$ cat config.mk
export PLATFORM = sky130hd
export DESIGN_NAME = shared_mul_gf2n
export DESIGN_NICKNAME = d
export VERILOG_FILES = /design/src/rtl/gf2n_pkg.sv /design/src/rtl/gf2n_mul.sv /design/src/rtl/shared_mul_gf2n.sv
export SDC_FILE = /design/constraint.sdc
export NUM_CORES = 1
export LEC_CHECK = 0
export ABC_AREA = 1
export CAP_MARGIN = 40
export CORE_MARGIN = 3
export CORE_UTILIZATION = 45
export CTS_CLUSTER_DIAMETER = 60
export DETAILED_ROUTE_END_ITERATION = 8
export PLACE_DENSITY = 0.8
export SLEW_MARGIN = 40
export SYNTH_ARGS = -nofsm -noshare
export SYNTH_HDL_FRONTEND = slang
export SYNTH_SLANG_ARGS = --single-unit
export TNS_END_PERCENT = 50
$ cat constraint.sdc
create_clock -name ClkxCI -period 1.1 [get_ports ClkxCI]
set_clock_uncertainty 0.15 [all_clocks]
set_input_delay 0.22 -clock ClkxCI [delete_from_list [all_inputs] [get_ports ClkxCI]]
set_output_delay 0.22 -clock ClkxCI [all_outputs]
set_load 0.01 [all_outputs]
$ cat src/rtl/gf2n_pkg.sv
// gf2n_pkg: default field polynomials and share-pair bookkeeping for masked GF(2^N) arithmetic
package gf2n_pkg;
  localparam int POLY_GF4 = 7;
  localparam int POLY_GF16 = 19;
  localparam int POLY_GF256 = 283;
  function automatic int NUM_PAIRS(input int s);
    return s * (s - 1) / 2;
  endfunction
  // row-major index of pair (i,j), i<j: (0,1),(0,2)..(0,s-1),(1,2)...
  function automatic int pairIdx(input int i, input int j, input int s);
    return i * s - i * (i + 1) / 2 + j - i - 1;
  endfunction
endpackage

$ cat src/rtl/gf2n_mul.sv
// gf2n_mul: combinational unmasked GF(2^N) multiplier, carry-less product reduced modulo POLY
module gf2n_mul #(
  parameter int N = 2,
  parameter int POLY = 7
) (
  input  logic [N-1:0] opA,
  input  logic [N-1:0] opB,
  output logic [N-1:0] prod
);
  localparam int W = 2 * N - 1;
  function automatic logic [N-1:0] gfmul(input logic [N-1:0] a, input logic [N-1:0] b);
    logic [W-1:0] acc;
    acc = '0;
    for (int i = 0; i < N; i++) if (b[i]) acc = acc ^ (W'(a) << i);
    for (int i = W - 1; i >= N; i--) if (acc[i]) acc = acc ^ (W'(POLY) << (i - N));
    return acc[N-1:0];
  endfunction
  assign prod = gfmul(opA, opB);
endmodule

$ cat src/rtl/shared_mul_gf2n.sv
// shared_mul_gf2n: DOM-indep masked GF(2^N) multiplier with valid handshake.
// Define SHARED_MUL_OUTREG_EN to register the output shares and valid (latency 2).
module shared_mul_gf2n
  import gf2n_pkg::*;
#(
  parameter int N = 2,
  parameter int POLY = 7,
  parameter int SHARES = 3,
  parameter int PIPELINED = 1
) (
  input  logic                             ClkxCI,
  input  logic                             RstxBI,
  input  logic                             InValidxSI,
  input  logic [N*SHARES-1:0]              _XxDI,
  input  logic [N*SHARES-1:0]              _YxDI,
  input  logic [N*NUM_PAIRS(SHARES)-1:0]   _ZxDI,
  output logic [N*SHARES-1:0]              _QxDO,
  output logic                             OutValidxSO
);
  if (N < 2 || N > 8 || SHARES < 2 || SHARES > 5 || (POLY >> N) != 1) begin : gIllegal
    $error("shared_mul_gf2n: illegal N, POLY or SHARES");
  end
  logic [N*SHARES*SHARES-1:0] terms;
  logic [N*SHARES-1:0] qComb;
  logic validQ;
  for (genvar i = 0; i < SHARES; i++) begin : gRow
    for (genvar j = 0; j < SHARES; j++) begin : gCol
      logic [N-1:0] prod;
      gf2n_mul #(.N(N), .POLY(POLY)) uMul (
        .opA(_XxDI[i*N +: N]),
        .opB(_YxDI[j*N +: N]),
        .prod(prod)
      );
      if (i == j && PIPELINED == 0) begin : gComb
        assign terms[(i*SHARES+j)*N +: N] = prod;
      end else begin : gReg
        logic [N-1:0] mask;
        logic [N-1:0] termQ;
        if (i == j) begin : gInner
          assign mask = '0;
        end else begin : gCross
          // both (i,j) and (j,i) draw the same fresh chunk
          localparam int K = i < j ? pairIdx(i, j, SHARES) : pairIdx(j, i, SHARES);
          assign mask = _ZxDI[K*N +: N];
        end
        always_ff @(posedge ClkxCI or negedge RstxBI)
          if (!RstxBI) termQ <= '0;
          else if (InValidxSI) termQ <= prod ^ mask;
        assign terms[(i*SHARES+j)*N +: N] = termQ;
      end
    end
  end
  always_comb begin
    qComb = '0;
    for (int i = 0; i < SHARES; i++)
      for (int j = 0; j < SHARES; j++)
        qComb[i*N +: N] = qComb[i*N +: N] ^ terms[(i*SHARES+j)*N +: N];
  end
  always_ff @(posedge ClkxCI or negedge RstxBI)
    if (!RstxBI) validQ <= 1'b0;
    else validQ <= InValidxSI;
`ifdef SHARED_MUL_OUTREG_EN
  logic [N*SHARES-1:0] qReg;
  logic validReg;
  always_ff @(posedge ClkxCI or negedge RstxBI)
    if (!RstxBI) begin
      qReg <= '0;
      validReg <= 1'b0;
    end else begin
      validReg <= validQ;
      if (validQ) qReg <= qComb;
    end
  assign _QxDO = qReg;
  assign OutValidxSO = validReg;
`else
  assign _QxDO = qComb;
  assign OutValidxSO = validQ;
`endif
endmodule

Word-level counts from Yosys, hierarchy flattened
Index checks and enable logic that the tools add are counted.

cells by class
  bitwise logic cells = 30
  mux-type cells = 27

operators by type and width
  kind               number
  2-bit two-way mux  18
  3-bit two-way mux  9
  3-bit bitwise XOR  9
  2-bit bitwise XOR  12
  2-bit NOT          9

word-level totals
  output and inout bits = 7
  register bits after elaboration = 19
  input port bits = 21

Logic depth before layout (Yosys ltp)
Gate-level depths: netlist (run 1).

  depth in word-level cells = 6
  depth in mapped cells = 9
  mapped depth without buffers = 8

Cells and area by module
A second synthesis (run 1) with hierarchy kept.

unflattened totals
  cells, all modules = 293
  area, all modules = 1,635.3 µm²

by module, submodules not included
  module           cells each  area an instance (µm²)  times used  seq. area each (µm²)
  shared_mul_gf2n  167         1,083.5                 1           475.5
  gf2n_mul         14          61.3                    9           0.0

Worst setup path after synthesis (run 1)
OpenSTA, ideal clock, no wires.

  path type = register -> output
  from = register gRow[2].gCol[1].gReg.termQ[1]
  to = output _QxDO[5]
  path slack = -0.057 ns
  arrival time = 0.787 ns
  path buffers = 0
  cell stages (with the launch flop) = 3
  cells stage by stage = dfrtp_1 xnor2_1 xor2_1

between the ends
  longest elaborated chain between the ends = 2

ends and longest elaborated chain
  item                            line                   text
  from (decl)                     shared_mul_gf2n.sv:38  logic [N-1:0] termQ;
  from (signal assigned)          shared_mul_gf2n.sv:48  else if (InValidxSI) termQ <= prod ^ mask;
  2-bit bitwise XOR (2 in a row)  shared_mul_gf2n.sv:57  qComb[i*N +: N] = qComb[i*N +: N] ^ terms[(i*SHARES+j)*N +: N];
  to (decl)                       shared_mul_gf2n.sv:17  output logic [N*SHARES-1:0] _QxDO,

Every way passes these cells.

Worst setup path in the final report (run 1)
  from = register gRow[0].gCol[0].gReg.termQ[1]
  to = output _QxDO[1]

between the ends
  longest elaborated chain between the ends = 2

ends and longest elaborated chain
  item                            line
  from (decl)                     shared_mul_gf2n.sv:38
  from (signal assigned)          shared_mul_gf2n.sv:48
  2-bit bitwise XOR (2 in a row)  shared_mul_gf2n.sv:57

Every way passes these cells.

==> impl_metrics.yaml, run 1 <==
synth:
  synthArstFlopShare_pct: 100
  ys_ff_latch: 19
  ys_types: 15
  synth.top_cell.area_share_pct: 32.7
  synthesis.nets: 243
  synth_common_cells: "94 x nand2_1, 42 x nand3_1, 19 x dfrtp_1"
  synth_most_common_cell: "nand2_1"
  syn-cell-area_mm2: 0.00146
  ys_top_cells_by_area: "dfrtp_1 33%, nand2_1 24%, nand3_1 14%, xnor2_1 8.4%, o211ai_1 3.1%"
  avgSynthCellArea_um2: 6.55
  yosys.area.top_type: "dfrtp_1"
  synthCells: 222
  yosysSeqAreaShare_pct: 32.7
  synth_edf_count: 0
  ys_warn_count: 0
  yosys_most_used_dff: "dfrtp_1"
sta:
  fmax_mhz: 648
  final-hold-violation-count: 0
  slew_headroom_pct: 83.7
  setup_viol: 7
  drv_slew: 0
  fin_crit_sh_pct: 140
  fin_crit_ns: 1.54
  rsz0062_at_grt: "true"
  setup_ws_ns: -0.443
  worst_slew_pin_slew_ns: 0.245
detailed_routing:
  post_drt_wl_per_cell_um: 11.7
  wirelength_mm: 3.76
  dr.pass1.iters: 4
  vias_per_cell: 5.00
  vias: 1609
  drt_iter0_markers: 91
  drtAntennaViolNets: 0
  remaining_drc_errors: 0
run_status:
  status: "finished with violations"
  violations: "setup timing"
floorplanning:
  fp-row-count: 20
  die_w_um: 62.9
  fp.coreArea_mm2: 0.00308
  io_pins: 28
  start_util_pct: 47.3
  die_height_um: 62.9
  fp.dieArea_mm2: 0.00395
critical_path:
  cp.buffers_inverters: 1
  critical_path.top_delay_family: "flip-flops"
  slowest_stage: "dfrtp_1"
  cp.required_ns: 0.73
  path_class: "register to primary output"
  crit_arrival_ns: 1.17
  path_cells: "xnor2_2 > xnor2_1 > buf_2"
  start_kind: "register"
  critical-path-max-stage-delay_ns: 0.42
  end_kind: "primary output"
  cp_max_fo: 2
pwr:
  comb_power_share_pct: 40.8
  pwr-share-seq_pct: 41.2
  p_clk_share_pct: 18.0
  p_total_uw: 2060
  p_switching_uw: 709
  peakVddDrop_uv: 419
  powerDensity_mw_per_mm2: 1030
  switching_share_pct: 34.4
  leakagePower_uw: 0.00111
  intPower_uw: 1350
cts:
  clk_pin_slew_ns: 0.11
  cts_buffers: 3
  htree_levels: 1
  tritoncts: "built"
  cts_buffer_depth: 2
  cts_root_buf: "clkbuf_4"
  clock_latency_ns: 0.31
  cts_sinks: 19
global_route:
  antenna_found_initial: 0
  grt_usage_pct: 20.5
  grt_max_degree: 20
  grt-ovfl-total: 0
  grt_pass1_vias: 1518
  grt_pass1_wl_mm: 6.60
place:
  port_buffers: 27
  hpwl_mm: 2.98
  gp_congestion: 0.998
  place_area_mm2: 0.00194
layout:
  final.fill_count: 282
  area_growth_syn_to_layout_pct: 37.5
  diodes: 0
  design_area_mm2: 0.00200
  final_layout_size_suffix_gt1_share_pct: 25.5
  fin_nets: 300
worst_hold_path:
  worstHoldPathType: "primary input to async pin"
run:
  max-cap-violations: 0
[layout by cell type (no fill, tap or decap), types with 6 or more instances in the layout]
cell           instances
buf_2                  7
buf_4                 31
dfrtp_1               19
dlygate4sd2_1          8
inv_1                  7
inv_2                 11
nand2_1               94
nand2_2                6
nand3_1               42
o211ai_1               6
o21ai_0                7
xnor2_1               10
[routing by layer]
metal	share of wire [%]	vias up	wire length, um	track usage [%]
met5	0	-	0	0
met4	1.5	0	58	6.61
met3	9.4	7	354	2.70
met2	45	66	1700	32.8
met1	44	716	1650	28.6
li1	-	820	-	-
[area by class of cell]
cell class                 instances  area [um^2]  share of cell area [%]
timing repair buffer              62          507                    25.3
multi-input combinational        173          857                    42.8
tap                               44         55.1                    2.75
inverter                          20         80.1                    4.00
sequential                        19          475                    23.8
clock buffer                       4         26.3                    1.31
[state kept, by name (all words and copies together) (netlist names)]
signal                flops
OutValidxSO               1
gRow.gCol.gReg.termQ     18
[power groups by stage]
stage / Sequential [uW] / Combinational (uW) / Clock (uW)
finish: 850 / 842 / 370
CTS: 838 / 818 / 379
floorplan: 842 / 465 / 0
global placement: 849 / 860 / 0
global route: 861 / 941 / 408
detailed placement: 853 / 879 / 0
[worst register-to-register path, stage by stage, from the launching register on]
cell	delay, ns
dfrtp_1	0.42
buf_4	0.14
buf_4	0.12
nand2_1	0.05
nand2_1	0.05
[metrics by stage]
step / instances / util [%] / setup slack (ns) / hold slack (ns) / TNS [ns]
finish: 322 / 65.0 / -0.443 / 0.0848 / -2.73
global route: 322 / 65.0 / -0.539 / 0.0799 / -3.25
CTS: 321 / 63.8 / -0.470 / 0.0881 / -2.84
detailed placement: 313 / 63.0 / -0.554 / 0.337 / -12.02
global placement: 313 / 63.0 / -0.546 / 0.334 / -11.34
floorplan: 222 / - / -0.0550 / -0.226 / -0.0670
[kinds of logic after synthesis]
logic type	Yosys count	synth area share [%]
AND/OR/NAND/NOR	142	41.3
buffers and inverters	30	10.5
flip-flops	19	32.7
AO/OA/AOI/OAI	16	6.53
XOR/XNOR	15	9.03
[path summary, 6_finish.rpt]
check                                               from                             to  slack [ns]  cells after the start
hold reg to reg            gRow[1].gCol[2].gReg.termQ[1]  gRow[1].gCol[2].gReg.termQ[1]        0.36                      2
setup reg to reg           gRow[2].gCol[0].gReg.termQ[1]  gRow[2].gCol[0].gReg.termQ[1]        0.07                      4
setup / recovery           gRow[0].gCol[0].gReg.termQ[1]                       _QxDO[1]       -0.44                      3
min in group ClkxCI                           InValidxSI                    OutValidxSO        0.11                      2
hold / removal                                    RstxBI  gRow[2].gCol[2].gReg.termQ[0]        0.08                      2
max in group asynchronous                         RstxBI  gRow[2].gCol[2].gReg.termQ[1]        0.58                      2
[what timing repair did]
| action | 4_1_cts | 5_1_grt |
|---|---|---|
| cloned | 0 | 0 |
| pin swaps | 12 | 2 |
| hold endpoints to repair | 0 | 0 |
| setup buffers | 4 | 1 |
| setup endpoints to repair | 25 | 17 |
| gates resized for setup | 46 | 18 |
| hold buffers | 0 | 0 |
(Power assumes the default switching activity.)
==> inputs of run 2 (changes only) <==
==> constraint.sdc (replaced) <==
create_clock -name ClkxCI -period 1.1 [get_ports ClkxCI]
set_clock_uncertainty 0.15 [all_clocks]
set_input_delay 0.22 -clock ClkxCI [delete_from_list [all_inputs] [get_ports ClkxCI]]
set_output_delay 0.22 -clock ClkxCI [all_outputs]
set_load 0.005 [all_outputs]
==> impl_metrics.yaml, run 2 (synthesized netlist as in run 1, its figures left out) <==
place:
  port_buffers: 27
  gp_congestion: 0.983
  hpwl_mm: 2.81
  dp.cells: 308
  place_area_mm2: 0.00190
detailed_routing:
  dr.pass1.iters: 4
  wirelength_mm: 3.55
  remaining_drc_errors: 0
  vias_per_cell: 5.01
  drtAntennaViolNets: 0
  vias: 1577
  post_drt_wl_per_cell_um: 11.3
  drt_iter0_markers: 60
critical_path:
  r2r-start: "gRow[0].gCol[0].gReg.termQ[0]"
  critical-path-max-stage-delay_ns: 0.43
  crit_arrival_ns: 1.16
  startpoint: "gRow[2].gCol[1].gReg.termQ[1]"
  slowest_stage: "dfrtp_1"
  start_kind: "register"
  cp.required_ns: 0.73
  critical_path.top_delay_family: "flip-flops"
  cp_max_fo: 2
  rr_worst_depth: 4
  cp.buffers_inverters: 1
  end_kind: "primary output"
  path_cells: "xnor2_2 > xor2_1 > buf_2"
  cp.depth: 3
  path_class: "register to primary output"
sta:
  rsz0062_at_grt: "true"
  fmax_mhz: 653
  slew_headroom_pct: 83.0
  setup_viol: 7
  final-hold-violation-count: 0
  worst_slew_pin_slew_ns: 0.255
  fin_crit_ns: 1.53
  holdWs_ns: 0.0923
  setup_ws_ns: -0.431
  setup_tns_ns: -2.56
  drv_slew: 0
  fin_crit_sh_pct: 139
cts:
  cts_root_buf: "clkbuf_4"
  cts_buffers: 3
  tritoncts: "built"
  hold_buffers: 0
  htree_levels: 1
  clock_latency_ns: 0.30
  cts_sinks: 19
  cts_buffer_depth: 2
  clk_pin_slew_ns: 0.11
floorplanning:
  start_util_pct: 47.3
  fp-row-count: 20
  io_pins: 28
  fp.coreArea_mm2: 0.00308
  die_w_um: 62.9
  die_height_um: 62.9
  fp.dieArea_mm2: 0.00395
run_status:
  status: "finished with violations"
  violations: "setup timing"
layout:
  mostFrequentLayoutCells: "93 x nand2_1, 41 x nand3_1, 25 x buf_4"
  fin_nets: 293
  final_layout_size_suffix_gt1_share_pct: 23.2
  area_growth_syn_to_layout_pct: 33.6
  design_area_mm2: 0.00194
  final_common_cell: "nand2_1"
  regMostFlops: "gRow.gCol.gReg.termQ"
  fin_cells: 315
  largest_reg_flops: 18
  diodes: 0
global_route:
  antenna_found_initial: 0
  grt_max_degree: 20
  grt-ovfl-total: 0
  grt_pass1_vias: 1340
  grt_pass1_wl_mm: 6.36
  grt_usage_pct: 19.8
run:
  max-cap-violations: 0
pwr:
  leakagePower_uw: 0.00107
  powerDensity_mw_per_mm2: 1020
  peakVddDrop_uv: 385
worst_hold_path:
  worstHoldPathType: "primary input to async pin"
run 2: worst register-to-register path, delay by kind of cell (launching register included):
family | cells | cell delay [ns]
flops | 1 | 0.42
buf+inv | 2 | 0.26
simple gates | 1 | 0.05
compound gates | 1 | 0.05
run 2: metrics by stage:
stage	power, uW	utilization, %	setup slack, ns
2_1_floorplan	1270	-	0.0111
3_3_place_gp	1670	61.8	-0.532
3_5_place_dp	1690	61.8	-0.536
4_1_cts	1950	61.4	-0.453
5_1_grt	2120	63.2	-0.531
6_report	1980	63.2	-0.431
run 2: worst paths after layout:
path | to | slack (ns)
worst min register to register | gRow[1].gCol[1].gReg.termQ[1] | 0.37
worst min-delay path | gRow[1].gCol[2].gReg.termQ[1] | 0.09
worst max-delay path | _QxDO[5] | -0.43
max in group asynchronous | gRow[2].gCol[0].gReg.termQ[0] | 0.58
worst max register to register | gRow[0].gCol[0].gReg.termQ[0] | 0.06
min in group ClkxCI | OutValidxSO | 0.12
run 2: layer usage:
| metal | part of all wire [%] | up-vias | global-route usage [%] |
|---|---|---|---|
| met2 | 43 | 67 | 30.0 |
| met1 | 47 | 700 | 29.5 |
| met3 | 8.5 | 6 | 1.98 |
| li1 | - | 804 | - |
| met4 | 1.8 | 0 | 5.79 |
| met5 | 0 | - | 0 |
run 2: area by class of cell:
cell class	count	area [um^2]
Multi-Input combinational cell	173	857
Tap cell	44	55.1
Timing Repair Buffer	55	454
Clock buffer	3	22.5
Clock inverter	1	5.00
Inverter	20	75.1
Fill cell	305	1130
Sequential cell	19	475
run 2: timing repair:
action	4_1_cts	5_1_grt
resized for setup	41	17
cloned	1	0
setup buffers	0	2
pin swaps	12	4
endpoints found under the setup margin	25	20
run 2: where the power goes:
part	internal [uW]	switching (uW)	leakage (uW)	total, uW
combinational	401	370	0.000823	771
clock	135	224	0.0000177	359
sequential	781	64.9	0.000230	846
